===== src/rtl/frame_collector.sv =====
// frame_collector: gathers (optionally decimated) samples into a sliding FFT window and
// issues a frame with a start pulse every HOP accepted samples, dropping frames while busy.
module frame_collector #(
  parameter int FFT   = 8,
  parameter int HOP   = 4,
  parameter int DECIM = 1,
  parameter int OVR_W = 8
) (
  input  logic                i_clk,
  input  logic                i_rst_n,
  input  logic                i_sample_valid,
  input  logic signed [15:0]  i_sample,
  input  logic                i_flush,
  input  logic                i_dsp_done,
  output logic signed [15:0]  o_frame [FFT],
  output logic                o_start,
  output logic                o_busy,
  output logic [OVR_W-1:0]    o_frames_dropped
);
  localparam int DW = DECIM > 1 ? $clog2(DECIM) : 1;
  localparam int FW = $clog2(FFT + 1);
  localparam int HW = $clog2(HOP + 1);
  localparam logic [0:0] S_FILL = 1'b0;
  localparam logic [0:0] S_RUN  = 1'b1;

  logic [0:0]         state;
  logic [DW-1:0]      dec_cnt;
  logic [FW-1:0]      fill_cnt;
  logic [HW-1:0]      hop_cnt;
  logic signed [15:0] win      [FFT];
  logic signed [15:0] win_next [FFT];
  logic               accept, due, issue;

  // window as it will look after shifting in the current sample
  always_comb begin
    for (int i = 0; i < FFT - 1; i++) win_next[i] = win[i+1];
    win_next[FFT-1] = i_sample;
  end

  assign accept = i_sample_valid && dec_cnt == '0 && !i_flush;
  assign due    = accept && (state == S_FILL ? fill_cnt == FW'(FFT - 1) : hop_cnt == HW'(HOP - 1));
  assign issue  = due && (!o_busy || i_dsp_done);

  always_ff @(posedge i_clk or negedge i_rst_n) begin
    if (!i_rst_n) begin
      state            <= S_FILL;
      dec_cnt          <= '0;
      fill_cnt         <= '0;
      hop_cnt          <= '0;
      o_start          <= 1'b0;
      o_busy           <= 1'b0;
      o_frames_dropped <= '0;
      for (int i = 0; i < FFT; i++) begin
        win[i]     <= '0;
        o_frame[i] <= '0;
      end
    end else begin
      o_start <= issue;
      if (issue) o_busy <= 1'b1;
      else if (i_dsp_done) o_busy <= 1'b0;
      if (issue) o_frame <= win_next;
      if (due && !issue && o_frames_dropped != '1) o_frames_dropped <= o_frames_dropped + 1'b1;
      if (i_flush) begin
        dec_cnt  <= '0;
        fill_cnt <= '0;
        hop_cnt  <= '0;
        state    <= S_FILL;
      end else begin
        if (i_sample_valid) dec_cnt <= dec_cnt == DW'(DECIM - 1) ? '0 : dec_cnt + 1'b1;
        if (accept) begin
          win <= win_next;
          if (state == S_FILL) begin
            fill_cnt <= fill_cnt + 1'b1;
            if (due) begin
              state   <= S_RUN;
              hop_cnt <= '0;
            end
          end else begin
            hop_cnt <= due ? '0 : hop_cnt + 1'b1;
          end
        end
      end
    end
  end
endmodule


===== config.mk =====
export PLATFORM = sky130hd
export DESIGN_NAME = frame_collector
export DESIGN_NICKNAME = d
export VERILOG_FILES = /design/src/rtl/frame_collector.sv
export SDC_FILE = /design/constraint.sdc
export NUM_CORES = 1
export LEC_CHECK = 0
export BUFFER_PORTS_ARGS = -buffer_cell sky130_fd_sc_hd__buf_2
export CAP_MARGIN = 10
export CORE_UTILIZATION = 56
export DETAILED_ROUTE_END_ITERATION = 10
export HOLD_SLACK_MARGIN = 0.02
export MAX_ROUTING_LAYER = met4
export PLACE_DENSITY = 0.8
export SYNTH_ARGS = -nofsm -noshare
export SYNTH_HDL_FRONTEND = slang
export SYNTH_SLANG_ARGS = --single-unit

===== constraint.sdc =====
create_clock -name i_clk -period 2.6 [get_ports i_clk]
set_clock_uncertainty 0.2 [all_clocks]
set_input_delay 0.26 -clock i_clk [delete_from_list [all_inputs] [get_ports i_clk]]
set_output_delay 0.26 -clock i_clk [all_outputs]
set_load 0.005 [all_outputs]

[Word-level counts from Yosys, hierarchy flattened]
Index checks and enable logic that the tools add are counted.
Word-level totals
  flip-flop bits (word level): 259
  bits of input ports: 21
  output and inout port bits: 138
  word-level logic and storage cells: 67
Cells by class
  $add $sub $neg: 4
  equality and inequality tests: 4
  mux-type cells: 18
  bitwise operators: 2
  reduce and logical (&&, ||, !) cells: 17
Operators with widths (number)
  3-bit 2-to-1 mux: 5
  4-bit 2-to-1 mux: 3
  1-bit 2-to-1 mux: 10
  8-bit by 1-bit adder with 8-bit output, second input constant: 1
  8-bit != test, second input constant: 1
  1-bit logical AND: 6
  2-bit AND reduction: 3
  2-bit nonzero test: 3
  4-bit by 1-bit adder with 4-bit output, second input constant: 1
  4-bit by 3-bit equality test with 1-bit output, second input constant: 1
  3-bit by 1-bit adder with 3-bit output, second input constant: 1
  3-bit by 2-bit equality test with 1-bit output, second input constant: 1
  1-bit zero test: 3
  3-bit nonzero test: 1
  2-bit != test, second input constant: 1
  1-bit NOT: 2
  1-bit adder, second input constant: 1
  1-bit logical OR: 1

[Logic depth before layout (Yosys ltp)]
  word-level depth: 8
  mapped depth: 10
  mapped depth without buffers: 7

[Worst setup path after synthesis]
Ideal clock, no wire load.
  path kind: register to register
  start: register hop_cnt[0]
  end: register o_frame[39] (netlist name)
  setup time: 125 ps
  data arrival time: 1845 ps
  data required time: 2275 ps
  slack: 430 ps
  cell stages (with the launch flop): 11
  path buffers: 3
  period minus slack after synthesis: 2170 ps
  path through: dfrtp_1 -> ha_1 -> ha_1 -> nand2b_1 -> o211ai_4 -> nand2b_4 -> buf_6 -> inv_4 -> buf_8 -> buf_12 -> mux2_4
On the way
  word-level cells in the longest chain between the ends: 4
Ends and longest elaborated chain
  from (decl): line 29  | logic [HW-1:0] hop_cnt;
  from (signal assigned): line 79  | hop_cnt <= due ? '0 : hop_cnt + 1'b1;
  3-bit by 2-bit equality test with 1-bit output: line 41  | assign due = accept && (state == S_FILL ? fill_cnt == FW'(FFT - 1) : hop_cnt == HW'(HOP - 1));
  1-bit 2-to-1 mux: line 41
  1-bit logical AND: line 41
  1-bit logical AND: line 42  | assign issue = due && (!o_busy || i_dsp_done);
  to (signal assigned): line 61  | if (issue) o_frame <= win_next;
  to (decl): line 15  | output logic signed [15:0] o_frame [FFT],
Every way passes these cells.
A chain may end at the register's enable or synchronous reset.

[Worst setup path after layout]
  start: register hop_cnt[0]
  end: register o_frame[18] (netlist name)
The elaborated chain is that of the path after synthesis.

==> flow_summary.yaml <==
clock_network:
  cts_made_buffers: 26
  cts_setup_buffers: 0
  clkTransAtPathRegs_ns: 0.06
  cts_tree: "built"
  clockBufferDepth: 3
  clock_latency_ns: 0.51
  htree_levels: 1
  root_buffer: "clkbuf_16"
  clock_sinks: 258
layout:
  utilization: 0.695
  drive_gt1_frac: 0.569
  n_antenna_cell: 0
  nets: 807
  fin_cells: 1026
  area_growth_pct: 21.6
route:
  drc: 0
  drt_iter0_drc: 269
  wl_per_cell_um: 17.8
  drtPass1Iterations: 4
  vias: 5448
  ant_nets: 0
  wl_um: 18200
  avgViaCountPerCell: 5.31
yosys:
  synth_nets: 621
  syn_inst: 596
  ys_ff_latch: 258
  synth.distinct_cells: 30
  syn_area_per_cell_um2: 16.6
  syn_area_um2: 9890
  ys_seq_area_frac: 0.653
  synth_warnings: 0
setup_path:
  path_buf_inv: 1
  cp-start-kind: "flip-flop"
  slowest_delay_ns: 0.52
  r2r_start: "hop_cnt[0]"
  worstPathMaxFanout: 68
  cp-end-kind: "flip-flop"
  crit_end: "o_frame[18]"
  r2r_end: "o_frame[18]"
  critPathMostFrequentCell: "ha_1"
  crit_required_ns: 2.79
  rrSetupSlack_ns: 0.23
  reg2reg_depth: 7
  crit_arrival_ns: 2.57
  path_cells: "ha_1 > ha_1 > nand2b_1 > o211ai_4 > nand2b_4 > inv_6 > mux2_2"
  cpMaxStageDelayCell: "inv_6"
  crit_path_start: "hop_cnt[0]"
  critPathKind: "reg2reg"
  path_depth: 7
  critical_path.top_delay_family: "buffers and inverters"
global_route:
  grt_pass1_wl_um: 30200
  grt_pass1_vias: 5686
  grt.overflow.total: 0
  grt_use_total: 0.216
  antenna_found_initial: 0
  grt_start_max_net_pins: 113
floorplanning:
  fp.dieH_um: 135
  start_util: 0.572
  core_um2: 17300
  die_w_um: 135
  rows: 48
  ios: 159
  dieArea_um2: 18200
sta:
  drv_slew: 0
  hold_viol: 0
  finalCriticalPeriod_ns: 2.37
  setup_violations: 0
  rsz0062_at_grt: "no"
  timing.fmax_ghz: 0.422
  worstMarginPinSlew_ns: 0.708
  period_share: 0.912
  timing.hold.ws_ns: 0.150
  tns_ns: 0
  relSlewSlack: 0.528
placement:
  placed_cells: 958
  portBuffers: 158
  dp_hpwl_um: 11700
  gp_congestion: 0.790
pwr:
  p_seq_frac: 0.517
  internal-power_w: 0.00793
  power_frac_comb: 0.102
  leakagePower_nw: 6.19
  cellPowerDensity_nw_per_um2: 858
  sw_frac_of_total: 0.232
  p_clk_frac: 0.381
  vdd_ir_drop_max_mv: 0.761
  switching_power_w: 0.00239
hold_path:
  min-delay-path-class: "in2async"
status:
  status: "complete, no violations"
run:
  max_cap_violations: 0
-- Yosys cell counts --
library cell	n	area, µm²
a21oi_1	1	5.00
a2bb2oi_1	2	17.5
and3b_1	1	8.76
buf_12	2	40.0
buf_2	16	80.1
buf_4	6	45.0
buf_6	1	11.3
buf_8	1	15.0
clkbuf_1	4	15.0
dfrtp_1	258	6460
ha_1	4	50.1
inv_1	4	15.0
inv_4	1	6.26
mux2_2	224	2520
mux2_4	19	285
mux2i_1	2	20.0
nand2_1	10	37.5
nand2b_1	3	18.8
nand2b_4	1	13.8
nand3_1	4	20.0
nand4_1	1	6.26
nor2_1	7	26.3
nor2b_1	4	25.0
nor3_1	3	15.0
nor4_1	5	31.3
o211ai_4	1	21.3
o21ai_0	2	10.0
o22ai_1	1	6.26
xnor2_1	2	17.5
xor2_1	6	52.6
-- power groups by stage --
stage          Clock [W]  Sequential, W  Combinational (W)
2_1_floorplan          0        0.00517           0.000743
3_3_place_gp           0        0.00534           0.000981
3_5_place_dp           0        0.00541            0.00104
4_1_cts          0.00401        0.00535            0.00107
5_1_grt          0.00419        0.00545            0.00116
6_report         0.00394        0.00534            0.00105
-- layout make-up --
| cell class | instances | area [µm²] |
|---|---|---|
| fill | 1181 | 5270 |
| tap | 225 | 282 |
| clock buffer | 35 | 736 |
| inverter | 5 | 23.8 |
| clock inverter | 12 | 185 |
| timing repair buffer | 188 | 1130 |
| multi-input combinational | 303 | 3220 |
| sequential | 258 | 6460 |
-- worst min-delay path by stage --
| stage | start | to | slack [ns] |
|---|---|---|---|
| after floorplan | i_rst_n | fill_cnt[0] | -0.24 |
| after global placement | i_rst_n | o_frame[94] | 0.11 |
| after detailed placement | i_rst_n | o_frame[92] | 0.12 |
| after CTS | i_rst_n | o_frame[92] | 0.18 |
| after global routing | i_rst_n | win[94] | 0.21 |
| final | i_rst_n | win[94] | 0.15 |
-- flip-flops by register name, summed over array words and instances (netlist names) --
signal and flops:
state 1, o_busy 1, o_start 1, o_frame 128, win 112, o_frames_dropped 8
fill_cnt 4, hop_cnt 3
-- timing repair --
| action | in CTS | in global routing |
|---|---|---|
| hold buffers | 21 | 0 |
| resized for setup | 0 | 1 |
| endpoints found under the setup margin | 0 | 56 |
| endpoints found under the hold margin | 125 | 0 |
-- cell usage in the layout, fill, tap and decap left out, types with 2 or more instances in the layout --
cell type	netlist	layout
nand2b_1	3	3
clkbuf_8	0	3
nor3_1	3	3
buf_12	2	4
nand2_1	10	10
ha_1	4	4
xor2_1	6	6
nor2_1	7	7
xnor2_1	2	2
mux2_2	224	224
mux2_4	19	19
mux2i_1	2	2
bufinv_16	0	5
buf_4	6	5
clkinv_2	0	7
nor4_1	5	5
nand3_1	4	4
dfrtp_1	258	258
clkbuf_16	0	27
clkbuf_1	4	5
inv_1	4	4
dlygate4sd3_1	0	21
buf_2	16	157
nor2b_1	4	3
a2bb2oi_1	2	2
o21ai_0	2	2
-- worst reg2reg max path: cells and delay by family, from the launching register on --
family	cells	cell delay (ns)
AOI/OAI and AO/OA	1	0.08
adders and majority gates	2	0.29
buffers and inverters	1	0.52
DFF	1	0.39
muxes	1	0.46
and+or+nand+nor	2	0.32
-- per-stage QoR --
stage | worst slack (ns) | area (µm²) | total power (W)
after global placement | 0.111 | 10900 | 0.00632
after global routing | 0.123 | 12000 | 0.0108
after CTS | 0.0214 | 12000 | 0.0104
after floorplan | 0.430 | 9890 | 0.00591
final | 0.229 | 12000 | 0.0103
after detailed placement | 0.0337 | 10900 | 0.00645
-- layer usage --
metal  share of wire  track usage
met3           0.048       0.0364
met4           0.017       0.0556
met2            0.46        0.326
met1            0.48        0.306
met5               0            -
-- cell families (layout without fill, tap and decap cells) --
logic type | Yosys count | in the layout | synth area share
buffers and inverters | 35 | 240 | 0.0230
AO/OA/AOI/OAI | 7 | 7 | 0.00607
XOR/XNOR | 8 | 8 | 0.00708
multiplexers | 245 | 245 | 0.286
flip-flops | 258 | 258 | 0.653
adder cells (fa/ha/maj) | 4 | 4 | 0.00506
AND/OR/NAND/NOR | 39 | 39 | 0.0205
No activity file was read; power rests on OpenSTA's default activity.
